--- src/rtl/inld.sv ---
// inld -- input loader for the input-buffer pipeline.
//
// Runs after the eraser has cleared the M*nIR*nIC input buffer. Copies an
// M x R x C feature map from the source memory into that buffer. Each map is
// placed at row/column offset P, so the P-wide border keeps its zeros and
// acts as padding. The buffer write port (in_we/in_wa/in_wd) follows the
// same convention as the eraser; the top level selects between the two by
// looking at done.
//
// Ports:
//   clk, rst        rising-edge clock, asynchronous active-high reset
//   en              start request, only honoured while idle (done = 1)
//   M, R, C         number of maps, source rows per map, source columns per map
//   P               padding width
//   nIR, nIC        buffer rows / columns per map (R+2P, C+2P)
//   done            1 while idle or finished
//   src_re, src_ra  source read enable / linear read address
//   src_rd          source read data, valid the cycle after src_re
//   in_we, in_wa    buffer write enable / write address (registered)
//   in_wd           buffer write data, passed straight through from src_rd
//
// Geometry inputs are not captured; they must stay stable from the start
// request until done returns high.

module inld #(
    parameter int DATA_SIZE = 16,
    parameter int MEM_SIZE  = 16
) (
    input  logic                 clk,
    input  logic                 rst,
    input  logic                 en,
    input  logic [DATA_SIZE-1:0] M,
    input  logic [DATA_SIZE-1:0] R,
    input  logic [DATA_SIZE-1:0] C,
    input  logic [DATA_SIZE-1:0] P,
    input  logic [DATA_SIZE-1:0] nIR,
    input  logic [DATA_SIZE-1:0] nIC,
    output logic                 done,
    output logic                 src_re,
    output logic [MEM_SIZE-1:0]  src_ra,
    input  logic [DATA_SIZE-1:0] src_rd,
    output logic                 in_we,
    output logic [MEM_SIZE-1:0]  in_wa,
    output logic [DATA_SIZE-1:0] in_wd
);

    typedef enum logic [1:0] {
        ST_DONE  = 2'd0,
        ST_LOAD  = 2'd1,
        ST_DRAIN = 2'd2
    } state_t;

    localparam logic [DATA_SIZE-1:0] ONE_D = 1;
    localparam logic [MEM_SIZE-1:0]  ONE_M = 1;

    state_t               state_q, state_d;
    logic                 done_q, done_d;
    logic                 src_re_q, src_re_d;
    logic [MEM_SIZE-1:0]  src_ra_q, src_ra_d;
    logic                 in_we_q, in_we_d;
    logic [MEM_SIZE-1:0]  in_wa_q, in_wa_d;

    // Coordinates of the element being read in the current cycle.
    logic [DATA_SIZE-1:0] m_q, m_d;
    logic [DATA_SIZE-1:0] r_q, r_d;
    logic [DATA_SIZE-1:0] c_q, c_d;

    // map_base = m*nIR*nIC, row_base = map_base + r*nIC. Both advance by
    // addition only as the counters wrap.
    logic [MEM_SIZE-1:0]  map_base_q, map_base_d;
    logic [MEM_SIZE-1:0]  row_base_q, row_base_d;

    logic [MEM_SIZE-1:0]  nic_w, nir_w, p_w;
    logic [MEM_SIZE-1:0]  map_stride, pad_off, cur_addr;
    logic                 zero_size, last_c, last_r, last_m;

    assign nic_w = MEM_SIZE'(nIC);
    assign nir_w = MEM_SIZE'(nIR);
    assign p_w   = MEM_SIZE'(P);

    // Static strides derived from the held geometry. They do not depend on
    // the running counters, so no per-element multiply is needed.
    assign map_stride = nir_w * nic_w;
    assign pad_off    = p_w * nic_w + p_w;

    assign cur_addr  = row_base_q + pad_off + MEM_SIZE'(c_q);

    assign zero_size = (M == '0) || (R == '0) || (C == '0);
    assign last_c    = (c_q == C - ONE_D);
    assign last_r    = (r_q == R - ONE_D);
    assign last_m    = (m_q == M - ONE_D);

    // Next-state logic. The write side always trails the read side by one
    // cycle: whatever was read last cycle is written this cycle, addressed by
    // the coordinates that were current during that read.
    always_comb begin
        state_d    = state_q;
        done_d     = done_q;
        src_re_d   = 1'b0;
        src_ra_d   = src_ra_q;
        in_we_d    = src_re_q;
        in_wa_d    = src_re_q ? cur_addr : '0;
        m_d        = m_q;
        r_d        = r_q;
        c_d        = c_q;
        map_base_d = map_base_q;
        row_base_d = row_base_q;

        case (state_q)
            ST_DONE: begin
                if (en) begin
                    done_d     = 1'b0;
                    src_ra_d   = '0;
                    m_d        = '0;
                    r_d        = '0;
                    c_d        = '0;
                    map_base_d = '0;
                    row_base_d = '0;
                    // An empty map still drops done for one cycle so the
                    // caller sees a completed handshake.
                    if (zero_size) begin
                        state_d = ST_DRAIN;
                    end else begin
                        state_d  = ST_LOAD;
                        src_re_d = 1'b1;
                    end
                end
            end

            ST_LOAD: begin
                if (last_c && last_r && last_m) begin
                    state_d  = ST_DRAIN;
                    src_ra_d = '0;
                end else begin
                    src_re_d = 1'b1;
                    src_ra_d = src_ra_q + ONE_M;
                    if (!last_c) begin
                        c_d = c_q + ONE_D;
                    end else begin
                        c_d = '0;
                        if (!last_r) begin
                            r_d        = r_q + ONE_D;
                            row_base_d = row_base_q + nic_w;
                        end else begin
                            r_d        = '0;
                            m_d        = m_q + ONE_D;
                            map_base_d = map_base_q + map_stride;
                            row_base_d = map_base_q + map_stride;
                        end
                    end
                end
            end

            ST_DRAIN: begin
                state_d    = ST_DONE;
                done_d     = 1'b1;
                m_d        = '0;
                r_d        = '0;
                c_d        = '0;
                map_base_d = '0;
                row_base_d = '0;
            end

            default: begin
                state_d = ST_DONE;
                done_d  = 1'b1;
            end
        endcase
    end

    // All state and outputs are registered; reset abandons any load in
    // progress and returns to idle immediately.
    always_ff @(posedge clk or posedge rst) begin
        if (rst) begin
            state_q    <= ST_DONE;
            done_q     <= 1'b1;
            src_re_q   <= 1'b0;
            src_ra_q   <= '0;
            in_we_q    <= 1'b0;
            in_wa_q    <= '0;
            m_q        <= '0;
            r_q        <= '0;
            c_q        <= '0;
            map_base_q <= '0;
            row_base_q <= '0;
        end else begin
            state_q    <= state_d;
            done_q     <= done_d;
            src_re_q   <= src_re_d;
            src_ra_q   <= src_ra_d;
            in_we_q    <= in_we_d;
            in_wa_q    <= in_wa_d;
            m_q        <= m_d;
            r_q        <= r_d;
            c_q        <= c_d;
            map_base_q <= map_base_d;
            row_base_q <= row_base_d;
        end
    end

    assign done   = done_q;
    assign src_re = src_re_q;
    assign src_ra = src_ra_q;
    assign in_we  = in_we_q;
    assign in_wa  = in_wa_q;
    assign in_wd  = src_rd;

endmodule

--- config.mk ---
export PLATFORM = sky130hd
export DESIGN_NAME = inld
export DESIGN_NICKNAME = d
export VERILOG_FILES = /design/src/rtl/inld.sv
export SDC_FILE = /design/constraint.sdc
export NUM_CORES = 1
export LEC_CHECK = 0
export CAP_MARGIN = 10
export CORE_UTILIZATION = 40
export CTS_BUF_LIST = sky130_fd_sc_hd__clkbuf_4 sky130_fd_sc_hd__clkbuf_8 sky130_fd_sc_hd__clkbuf_16
export DETAILED_ROUTE_END_ITERATION = 8
export PLACE_DENSITY = 0.63
export RECOVER_POWER = 50
export SKIP_CTS_REPAIR_TIMING = 1
export SYNTH_ARGS = -nofsm -noshare
export SYNTH_HDL_FRONTEND = slang
export SYNTH_SLANG_ARGS = --single-unit
--- constraint.sdc ---
create_clock -name clk -period 5.8 [get_ports clk]
set_clock_uncertainty 0.15 [all_clocks]
set_input_delay 1.16 -clock clk [delete_from_list [all_inputs] [get_ports clk]]
set_output_delay 1.16 -clock clk [all_outputs]
set_load 0.02 [all_outputs]
==> impl_results.md <==
- Outcome: finished with violations
- Failing checks: DRC, capacitance limit, slew limit, setup timing
- Final setup margin: -0.385 ns
- Initial drt markers: 1124
- Clock latency on the worst-skew pair: 0.43 ns
- Hold path start: map_base_q[6]$_DFFE_PP0P_
- Leakage: 10.5 nW
- Maxcap violations: 2
- Reg2Reg Depth: 21
- Max-slew headroom: -0.549
- CTS tree: yes
- Sequential share of the synthesized area: 0.164
- Highest-count cells in the layout ignoring fill and taps: 352 x inv_1, 226 x nand2_1, 187 x fa_1, 144 x buf_4, 126 x ha_1
- Overall Power: 0.0137 W
- Maximum vdd ir drop: 0.813 mV
- Commonest non-fill, non-tap cell in the layout: inv_1
- Fin. Hold Viols: 0
- Max Slew Vio Count: 83
- Syn_area_per_cell: 8.51 sq um
- Post-layout nets: 2792
- Final wirelength: 51.2 mm
- Post-synth cell types: 85
- Clock Pin Slew Worst Setup and Hold Paths: 0.07 ns
- Flop pwr share: 0.086
- CTS sink count: 117
- WHS: 0.335 ns
- CP endpoint kind: register
- Detail Placement HPWL: 40.1 mm
- Congestion Overflow GR: 0
- Post-synthesis cell area: 17900 sq um
- WL/cell: 17.4 um
- Global-route wire length before repair: 79.4 mm
- Combinational share of power: 0.841
- CTS max path bufs: 2
- Drt drc: 2
- Power Density: 620 nW/um^2
- Ys flop type: dfrtp_1
- Die area: 45500 sq um
- Yosys synthesis warning count: 0
- Data required time of the critical path: 5.97 ns
- Router iterations before antenna repair: 7
- Psw: 0.00636 W
- Initial antenna violation count: 3
- Critical path class: input port to register
- Register-to-register setup slack: 0.21 ns
- Crit path max fanout: 5
- RSZ-0062 raised after global routing: true
- Core area: 44100 sq um
- FF-to-FF End: in_wa[15]$_DFF_PP0_
- Internal: 0.00733 W
- Die Ht: 213 um
- Finished Cell Area: 22100 sq um
- Worst R2R Start: c_q[3]$_DFFE_PP0P_
- Largest net degree at the start of global routing: 50
- Root Driver: clkbuf_16
- Vias in the first global route: 15300
- Setup WS pre-CTS: -1.24 ns
- IO Port Bufs: 133
- Worst Hold Class: register to register
- Placed cell area: 20800 sq um
- H-tree depth: 4
- Sw Share: 0.465
- Fin crit period: 6.19 ns
- Critical-path top delay cell: fa_1
- Crit path from: nIC[1]
- Vias per Instance: 5.19
- RD Place Congestion: 0.912
- Total GRT Usage: 0.224
- Cells after synthesis: 2100
- CP Launch Type: input port
- Row count: 77
- Initial Utilization: 0.405
- Syn_nets: 2559
- Die width: 213 um
- Setup Viol. Count Final: 14
- Area Growth Syn to Fin: 23.6%
- Worst slew pin tran: 2.31 ns
- FF+latch count, synth: 117
- Number of flops mapped to enable cells by yosys: 0
- Post-route ant nets: 0
- CP max stage delay: 0.53 ns
- Detailed-route via count: 15200
- Worst Path Arrival: 6.35 ns
- Share of layout cells above drive strength 1: 0.155
- Power share of the clock group: 0.073
- Final period util: 1.07
- Ys async rst share: 1.00
- Worst setup path endpoint: in_wa[15]$_DFF_PP0_
- FMAX: 162 MHz
- Filler cell count: 4203
- Clock buffer count from CTS: 17
- Top-level I/O count: 166
[per-layer routing]
layer / vias up / track usage / wire [um]
met5: - / 0 / 9
met4: 2 / 0.0643 / 1270
met3: 79 / 0.0272 / 2660
met2: 423 / 0.378 / 24600
met1: 7522 / 0.300 / 22600
li1: 7223 / - / -
[worst min path at each step]
stage,cells past startpoint,endpoint
after floorplan,2,map_base_q[13]$_DFFE_PP0P_
after global routing,2,map_base_q[6]$_DFFE_PP0P_
final,2,map_base_q[6]$_DFFE_PP0P_
after detailed placement,2,map_base_q[6]$_DFFE_PP0P_
after CTS,2,map_base_q[6]$_DFFE_PP0P_
after global placement,2,map_base_q[6]$_DFFE_PP0P_
[power by group through the flow]
stage                     logic [W]  registers, W  clock network [W]
final                        0.0115       0.00118            0.00100
after floorplan             0.00650       0.00123                  0
after CTS                    0.0103       0.00118            0.00102
after global routing         0.0128       0.00120            0.00105
after detailed placement     0.0102       0.00119                  0
after global placement      0.00997       0.00119                  0
[logic make-up (layout without fill, tap and decap cells)]
family,after synthesis,after routing,synth area share
buffers and inverters,475,721,0.107
AOI/OAI and AO/OA,286,286,0.109
and+or+nand+nor,693,693,0.200
other,0,1,0
muxes,21,21,0.0121
DFF,117,117,0.164
xor gates and xnor gates,164,164,0.0819
adders and majority gates,344,344,0.326
[stage by stage]
| step | utilization | std cells | TNS, ns |
|---|---|---|---|
| after floorplan | - | 2100 | -2.04 |
| after global placement | 0.472 | 2877 | -20.58 |
| after detailed placement | 0.472 | 2877 | -21.96 |
| after CTS | 0.484 | 2909 | -10.85 |
| after global routing | 0.500 | 2939 | -5.23 |
| final | 0.500 | 2939 | -2.88 |
[final cells by class]
type	instances	area (sq um)	area share
sequential	117	2930	0.133
multi-input combinational	1508	13500	0.611
antenna	1	2.50	0.000113
timing repair buffer	318	2980	0.135
clock buffer	18	433	0.0196
tap	592	741	0.0336
inverter	371	1390	0.0631
clock inverter	14	106	0.00482
[synthesized netlist by cell type, types with 6 or more instances]
cell,instances,area (sq um)
buf_4,19,143
a211o_1,6,52.6
a211oi_1,9,67.6
xnor2_1,108,946
buf_6,6,67.6
o21ai_1,13,65.1
dfrtp_1,116,2900
xor2_1,54,473
and2_1,136,851
nand2_1,229,860
or4_1,24,180
or2_2,7,43.8
clkbuf_1,70,263
a21oi_1,72,360
nand3_1,56,280
nor2b_1,28,175
o211ai_1,8,60.1
nand2b_1,16,100
buf_2,7,35.0
nor4_1,17,106
o2111ai_1,8,70.1
o31ai_1,22,165
o41ai_1,7,61.3
nor3_1,24,120
inv_1,371,1390
o21ai_0,49,245
nor2_1,78,293
and3_1,18,113
o21bai_1,7,52.6
mux2i_1,16,160
or3_1,24,150
fa_1,202,4040
nand4_1,8,50.1
a21o_1,19,143
ha_1,142,1780
o21a_1,11,82.6
[worst max-delay path: cells and delay by family]
family / cells / cell delay [ns]
AND/OR/NAND/NOR: 2 / 0.29
AO/OA/AOI/OAI: 8 / 1.48
adder cells (fa/ha/maj): 8 / 2.77
buffers and inverters: 8 / 0.66
[sequential cells by signal, summed over array words and instances, names as in the netlist]
name,cells
row_base_q,16
r_q,16
src_re,1
src_ra,16
c_q,16
done,1
in_wa,16
state_q,2
in_we,1
map_base_q,16
m_q,16
No activity file was read; power rests on OpenSTA's default activity.
